[config.mk]
export PLATFORM = sky130hd
export DESIGN_NAME = decode_stage
export DESIGN_NICKNAME = d
export VERILOG_FILES = /design/src/rtl/decode_stage.sv
export SDC_FILE = /design/constraint.sdc
export NUM_CORES = 1
export LEC_CHECK = 0
export CAP_MARGIN = 25
export CORE_ASPECT_RATIO = 1.5
export CORE_UTILIZATION = 52
export CTS_BUF_LIST = sky130_fd_sc_hd__clkbuf_16
export DETAILED_ROUTE_END_ITERATION = 12
export PLACE_DENSITY = 0.84
export SYNTH_ARGS = -nofsm -noshare
export SYNTH_HDL_FRONTEND = slang
export SYNTH_SLANG_ARGS = --single-unit
[constraint.sdc]
create_clock -name clk -period 5.94 [get_ports clk]
set_input_delay 1.485 -clock clk [delete_from_list [all_inputs] [get_ports clk]]
set_output_delay 1.485 -clock clk [all_outputs]
set_load 0.005 [all_outputs]
[src/rtl/decode_stage.sv]
// RV32I(M) decode stage: valid/ready handshake into a DEPTH-entry output queue, with flush.
// Optional build macro RV32M_EN decodes the M extension; without it those encodings are illegal.
package core_config_pkg;
    typedef enum logic [5:0] {
        i_NOP, i_LUI, i_AUIPC, i_JAL, i_JALR,
        i_BEQ, i_BNE, i_BLT, i_BGE, i_BLTU, i_BGEU,
        i_LB, i_LH, i_LW, i_LBU, i_LHU, i_SB, i_SH, i_SW,
        i_ADDI, i_SLTI, i_SLTIU, i_XORI, i_ORI, i_ANDI, i_SLLI, i_SRLI, i_SRAI,
        i_ADD, i_SUB, i_SLL, i_SLT, i_SLTU, i_XOR, i_SRL, i_SRA, i_OR, i_AND,
        i_FENCE, i_ECALL, i_EBREAK, i_MRET,
        i_CSRRW, i_CSRRS, i_CSRRC, i_CSRRWI, i_CSRRSI, i_CSRRCI,
        i_MUL, i_MULH, i_MULHSU, i_MULHU, i_DIV, i_DIVU, i_REM, i_REMU
    } opcodes;
endpackage

module decode_stage
    import core_config_pkg::*;
#(
    parameter int XLEN       = 32,
    parameter int REG_ADDR_W = 5,
    parameter int DEPTH      = 2
) (
    input  logic                  clk,
    input  logic                  rst_n,
    input  logic                  flush,
    input  logic                  in_valid,
    output logic                  in_ready,
    input  logic [31:0]           in_instr,
    input  logic [XLEN-1:0]       in_pc,
    output logic                  out_valid,
    input  logic                  out_ready,
    output opcodes                out_opcode,
    output logic [REG_ADDR_W-1:0] out_rs1,
    output logic [REG_ADDR_W-1:0] out_rs2,
    output logic [REG_ADDR_W-1:0] out_rd,
    output logic                  out_rs1_en,
    output logic                  out_rs2_en,
    output logic                  out_rd_en,
    output logic [XLEN-1:0]       out_imm,
    output logic [XLEN-1:0]       out_pc,
    output logic                  out_illegal
);
    localparam int PTR_W = (DEPTH > 1) ? $clog2(DEPTH) : 1;
    localparam int CNT_W = $clog2(DEPTH + 1);

    typedef struct packed {
        opcodes                op;
        logic [REG_ADDR_W-1:0] rs1;
        logic [REG_ADDR_W-1:0] rs2;
        logic [REG_ADDR_W-1:0] rd;
        logic                  rs1_en;
        logic                  rs2_en;
        logic                  rd_en;
        logic [XLEN-1:0]       imm;
        logic [XLEN-1:0]       pc;
        logic                  illegal;
    } entry_t;

    logic [6:0]      major;
    logic [2:0]      funct3;
    logic [6:0]      funct7;
    logic [XLEN-1:0] imm_i, imm_s, imm_b, imm_u, imm_j, imm_z;

    assign major  = in_instr[6:0];
    assign funct3 = in_instr[14:12];
    assign funct7 = in_instr[31:25];
    assign imm_i  = XLEN'($signed(in_instr[31:20]));
    assign imm_s  = XLEN'($signed({in_instr[31:25], in_instr[11:7]}));
    assign imm_b  = XLEN'($signed({in_instr[31], in_instr[7], in_instr[30:25], in_instr[11:8], 1'b0}));
    assign imm_u  = XLEN'($signed({in_instr[31:12], 12'b0}));
    assign imm_j  = XLEN'($signed({in_instr[31], in_instr[19:12], in_instr[20], in_instr[30:21], 1'b0}));
    assign imm_z  = XLEN'(in_instr[19:15]);

    entry_t     dec;
    logic       bad;
    logic [2:0] en;

    // en is {rs1, rs2, rd}
    always_comb begin
        dec     = '0;
        dec.op  = i_NOP;
        dec.rs1 = REG_ADDR_W'(in_instr[19:15]);
        dec.rs2 = REG_ADDR_W'(in_instr[24:20]);
        dec.rd  = REG_ADDR_W'(in_instr[11:7]);
        dec.pc  = in_pc;
        dec.imm = imm_i;
        bad     = 1'b0;
        en      = 3'b000;
        case (major)
            7'b0110111: begin dec.op = i_LUI;   dec.imm = imm_u; en = 3'b001; end
            7'b0010111: begin dec.op = i_AUIPC; dec.imm = imm_u; en = 3'b001; end
            7'b1101111: begin dec.op = i_JAL;   dec.imm = imm_j; en = 3'b001; end
            7'b1100111: begin
                dec.op = i_JALR; en = 3'b101;
                if (funct3 != 3'b000) bad = 1'b1;
            end
            7'b1100011: begin
                dec.imm = imm_b; en = 3'b110;
                case (funct3)
                    3'b000:  dec.op = i_BEQ;
                    3'b001:  dec.op = i_BNE;
                    3'b100:  dec.op = i_BLT;
                    3'b101:  dec.op = i_BGE;
                    3'b110:  dec.op = i_BLTU;
                    3'b111:  dec.op = i_BGEU;
                    default: bad = 1'b1;
                endcase
            end
            7'b0000011: begin
                en = 3'b101;
                case (funct3)
                    3'b000:  dec.op = i_LB;
                    3'b001:  dec.op = i_LH;
                    3'b010:  dec.op = i_LW;
                    3'b100:  dec.op = i_LBU;
                    3'b101:  dec.op = i_LHU;
                    default: bad = 1'b1;
                endcase
            end
            7'b0100011: begin
                dec.imm = imm_s; en = 3'b110;
                case (funct3)
                    3'b000:  dec.op = i_SB;
                    3'b001:  dec.op = i_SH;
                    3'b010:  dec.op = i_SW;
                    default: bad = 1'b1;
                endcase
            end
            7'b0010011: begin
                en = 3'b101;
                case (funct3)
                    3'b000: dec.op = i_ADDI;
                    3'b010: dec.op = i_SLTI;
                    3'b011: dec.op = i_SLTIU;
                    3'b100: dec.op = i_XORI;
                    3'b110: dec.op = i_ORI;
                    3'b111: dec.op = i_ANDI;
                    3'b001: begin dec.op = i_SLLI; bad = (funct7 != 7'b0000000); end
                    3'b101: begin
                        if (funct7 == 7'b0000000)      dec.op = i_SRLI;
                        else if (funct7 == 7'b0100000) dec.op = i_SRAI;
                        else                           bad = 1'b1;
                    end
                endcase
            end
            7'b0110011: begin
                en = 3'b111;
                if (funct7 == 7'b0000000) begin
                    case (funct3)
                        3'b000: dec.op = i_ADD;
                        3'b001: dec.op = i_SLL;
                        3'b010: dec.op = i_SLT;
                        3'b011: dec.op = i_SLTU;
                        3'b100: dec.op = i_XOR;
                        3'b101: dec.op = i_SRL;
                        3'b110: dec.op = i_OR;
                        3'b111: dec.op = i_AND;
                    endcase
                end else if (funct7 == 7'b0100000) begin
                    case (funct3)
                        3'b000:  dec.op = i_SUB;
                        3'b101:  dec.op = i_SRA;
                        default: bad = 1'b1;
                    endcase
                end
`ifdef RV32M_EN
                else if (funct7 == 7'b0000001) begin
                    case (funct3)
                        3'b000: dec.op = i_MUL;
                        3'b001: dec.op = i_MULH;
                        3'b010: dec.op = i_MULHSU;
                        3'b011: dec.op = i_MULHU;
                        3'b100: dec.op = i_DIV;
                        3'b101: dec.op = i_DIVU;
                        3'b110: dec.op = i_REM;
                        3'b111: dec.op = i_REMU;
                    endcase
                end
`endif
                else bad = 1'b1;
            end
            7'b0001111: begin
                dec.op = i_FENCE;
                if (funct3 != 3'b000) bad = 1'b1;
            end
            7'b1110011: begin
                case (funct3)
                    3'b000: begin
                        if (in_instr[19:15] != 5'd0 || in_instr[11:7] != 5'd0) bad = 1'b1;
                        else if (in_instr[31:20] == 12'h000) dec.op = i_ECALL;
                        else if (in_instr[31:20] == 12'h001) dec.op = i_EBREAK;
                        else if (in_instr[31:20] == 12'h302) dec.op = i_MRET;
                        else bad = 1'b1;
                    end
                    3'b001: begin dec.op = i_CSRRW;  en = 3'b101; end
                    3'b010: begin dec.op = i_CSRRS;  en = 3'b101; end
                    3'b011: begin dec.op = i_CSRRC;  en = 3'b101; end
                    3'b101: begin dec.op = i_CSRRWI; en = 3'b001; dec.imm = imm_z; end
                    3'b110: begin dec.op = i_CSRRSI; en = 3'b001; dec.imm = imm_z; end
                    3'b111: begin dec.op = i_CSRRCI; en = 3'b001; dec.imm = imm_z; end
                    default: bad = 1'b1;
                endcase
            end
            default: bad = 1'b1;
        endcase
        if (in_instr == 32'h0000_0000 || in_instr == 32'hFFFF_FFFF || in_instr[1:0] != 2'b11)
            bad = 1'b1;
        if (in_instr[11:7] == 5'd0) en[0] = 1'b0;
        if (bad) begin
            dec.op  = i_NOP;
            en      = 3'b000;
        end
        {dec.rs1_en, dec.rs2_en, dec.rd_en} = en;
        dec.illegal = bad;
    end

    entry_t           mem [DEPTH];
    logic [PTR_W-1:0] wr_ptr, rd_ptr;
    logic [CNT_W-1:0] count;
    logic             push, pop;
    entry_t           head;

    function automatic logic [PTR_W-1:0] bump(input logic [PTR_W-1:0] p);
        return (p == PTR_W'(DEPTH - 1)) ? '0 : p + PTR_W'(1);
    endfunction

    assign out_valid = (count != '0);
    assign in_ready  = !flush && ((count < CNT_W'(DEPTH)) || (out_valid && out_ready));
    assign push      = in_valid && in_ready;
    assign pop       = out_valid && out_ready && !flush;

    always_ff @(posedge clk or negedge rst_n) begin
        if (!rst_n) begin
            wr_ptr <= '0;
            rd_ptr <= '0;
            count  <= '0;
        end else if (flush) begin
            wr_ptr <= '0;
            rd_ptr <= '0;
            count  <= '0;
        end else begin
            if (push) wr_ptr <= bump(wr_ptr);
            if (pop)  rd_ptr <= bump(rd_ptr);
            if (push && !pop)      count <= count + CNT_W'(1);
            else if (pop && !push) count <= count - CNT_W'(1);
        end
    end

    always_ff @(posedge clk) begin
        if (push) mem[wr_ptr] <= dec;
    end

    // Stale storage is masked so an empty queue presents NOP with zeroed fields.
    assign head        = mem[rd_ptr];
    assign out_opcode  = out_valid ? head.op : i_NOP;
    assign out_rs1     = out_valid ? head.rs1 : '0;
    assign out_rs2     = out_valid ? head.rs2 : '0;
    assign out_rd      = out_valid ? head.rd : '0;
    assign out_rs1_en  = out_valid && head.rs1_en;
    assign out_rs2_en  = out_valid && head.rs2_en;
    assign out_rd_en   = out_valid && head.rd_en;
    assign out_imm     = out_valid ? head.imm : '0;
    assign out_pc      = out_valid ? head.pc : '0;
    assign out_illegal = out_valid && head.illegal;
endmodule

==> impl_results.md <==
- Net count after synthesis: 747
- Critical path endpoint category: output pin
- Fillers: 1160
- Sw Ratio: 25.39%
- Die height: 157.9 um
- Worst hold path class: reg -> reg
- Mapped cell area: 8423 sq um
- Port Buffers: 159
- Number of max-slew violations in the final report: 0
- Post-CTS Setup Bufs: 0
- Final period util: 74.76%
- ANT cells: 0
- GPL Wtd Cong: 1.010
- Root buffer cell: clkbuf_16
- Overflow after GRT: 0
- Vias/cell: 5.891
- Via Count: 6103
- Max cap viols: 0
- Unrepaired setup endpoints after global routing: false
- Horizontal die dimension: 105.9 um
- Nets: 895
- Critical Path Start Type: input port
- Setup Skew: 0.01168 ns
- Final setup viols: 0
- Total CTS buffers: 17
- Largest net degree at the start of global routing: 78
- Sequential share of the synthesized area: 64.65%
- Total iterations of the first detailed-routing run: 7
- Number of global-route vias before repair: 6223
- Worst Path Max Fanout: 5
- Least-Margin Pin Slew: 1.012 ns
- EDFF count, synth: 178
- Drt wl/cell: 21.75 um
- Peak supply drop: 0.0001620 V
- P_leak: 3.529 nW
- Clock tree from TritonCTS: built
- CORE AREA: 15770 sq um
- NetSw: 0.0007625 W
- Mapped Cells: 672
- Share of cells above drive strength 1: 6.723%
- Clock latency on the worst-skew pair: 0.42 ns
- DRT Wirelength: 22530 um
- Antenna-violating nets left: 0
- Reg power frac: 49.9%
- Detailed-placement wirelength estimate: 16140 um
- Final min period: 4.441 ns
- Gate power share: 14.2%
- Yosys Warn Count: 0
- Post-layout util: 68.68%
- Slew margin rel.: 32.54%
- I/O pin count: 160
- Top_reg_cell synth: edfxtp_1
- Antenna violations before repair: 0
- Starting Density: 53.43%
- Worst-path clk slew: 0.07 ns
- Crit path DAT: 2.96 ns
- DR DRC count: 0
- Outcome: complete, no violations
- Internal cell power: 0.002241 W
- Pwr dens: 277.4 nW/um^2
- Ys async rst share: 2.198%
- Full die area: 16720 sq um
- Placed Area: 10210 sq um
- Yosys cell types: 64
- Setup TNS: 0 ns
- Average cell area after synthesis: 12.53 sq um
- Clock power frac: 35.9%
- First-pass GRT wire length: 34070 um
- H-Tree Depth: 4
- Clock Sinks: 182
- Worst Path Required: 4.45 ns
- Final instance area: 10830 sq um
- Design Power: 0.003003 W
- Hold_buf cts: 0
- Clock Tree Buf Depth: 2
- Number of synthesized register bits: 182
- Hold Slack: 0.6364 ns
- CP Class: in -> out
- Area delta synth->final: 28.55%
- DRT iter0 DRCs: 477
- # rows: 56
- Resized cells post-CTS: 0
- Hold Violations, Final: 0
- Max Clock Freq: 225.2 MHz
- Gr usage total: 27.61%
-- power by group through the flow --
stage               logic [W]  clock network, W  registers (W)
finish               0.000426           0.00108        0.00150
global route         0.000457           0.00114        0.00150
CTS                  0.000424           0.00109        0.00150
detailed placement   0.000422                 0        0.00153
floorplan            0.000209                 0        0.00151
global placement     0.000415                 0        0.00152
-- placed cells by master, fill, tap and decap left out, types with 7 or more instances in the layout --
master,Yosys,routed
edfxtp_1,178,178
clkdlybuf4s50_1,0,159
nor2_1,118,116
mux2i_1,90,90
nand2_1,59,59
o21ai_0,19,19
clkbuf_16,0,17
a21oi_1,13,13
inv_1,12,13
nor2b_1,11,11
nor3_1,10,10
nand3_1,9,9
nand2b_1,7,7
nor4_1,7,7
-- cell families after synthesis --
family / synth area share, %
flip-flops: 64.65
AO/OA/AOI/OAI: 6.952
buffers and inverters: 2.287
AND/OR/NAND/NOR: 14.19
multiplexers: 10.83
adder cells (fa/ha/maj): 0.8912
XOR/XNOR: 0.2080
-- routing by layer --
metal,GRT usage (%),up-vias,share of wire [%]
met5,0,-,0
met4,16.67,0,4.8
met3,4.323,55,5.1
met2,49.70,274,53
met1,30.67,2972,37
li1,-,2802,-
-- worst paths after layout --
check	startpoint	to	slack, ns	cells after the start
max	out_ready	in_ready	1.50	4
min	wr_ptr	wr_ptr	0.64	1
max reg2reg	count[1]	mem[0][62]	3.76	4
min reg2reg	wr_ptr	wr_ptr	0.64	1
max in group asynchronous	rst_n	rd_ptr	4.46	1
min in group asynchronous	rst_n	count[1]	1.27	1
-- stage by stage --
| stage | worst slack, ns | cells |
|---|---|---|
| 3_3_place_gp | 1.321 | 1003 |
| 6_report | 1.499 | 1036 |
| 4_1_cts | 1.534 | 1035 |
| 2_1_floorplan | 1.337 | 672 |
| 5_1_grt | 1.252 | 1036 |
| 3_5_place_dp | 1.204 | 1003 |
-- Yosys cell counts (2+ instances only) --
cell	count	area (sq um)
a211oi_1	3	22.52
a21oi_1	13	65.06
a221oi_1	2	17.52
a222oi_1	5	50.05
a22oi_1	3	22.52
a31oi_1	5	31.28
a41oi_1	2	17.52
and2_1	3	18.77
and3_1	4	25.02
buf_1	9	33.78
clkbuf_1	28	105.1
dfrtp_1	4	100.1
edfxtp_1	178	5345
ha_1	6	75.07
inv_1	12	45.04
mux2i_1	90	900.9
nand2_1	59	221.5
nand2b_1	7	43.79
nand3_1	9	45.04
nand3b_1	2	15.01
nand4_1	3	18.77
nor2_1	118	442.9
nor2b_1	11	68.82
nor3_1	10	50.05
nor3b_1	2	15.01
nor4_1	7	43.79
o2111ai_1	2	17.52
o211ai_1	5	37.54
o21a_1	2	15.01
o21ai_0	19	95.09
o21ai_1	4	20.02
o21bai_1	2	15.01
o22ai_1	3	18.77
o31ai_1	3	22.52
or2_2	2	12.51
or3_1	6	37.54
xor2_1	2	17.52
-- sequential cells by signal (all words and copies together), names as in the netlist --
name    cells
count       2
mem       178
rd_ptr      1
wr_ptr      1
-- final cells by class --
type | instances | area [sq um] | area share, %
sequential | 182 | 5449 | 50.32
multi-input combinational | 439 | 2805 | 25.91
timing repair buffer | 167 | 1684 | 15.55
clock buffer | 17 | 425.4 | 3.929
tap | 203 | 254.0 | 2.346
clock inverter | 15 | 161.4 | 1.491
inverter | 13 | 48.80 | 0.4507
-- worst max-delay path: stages --
cell and delay [ns]:
clkdlybuf4s50_1 0.56, inv_1 0.07, a21oi_1 0.27, clkdlybuf4s50_1 0.56
Power figures use the tool's default switching activity.
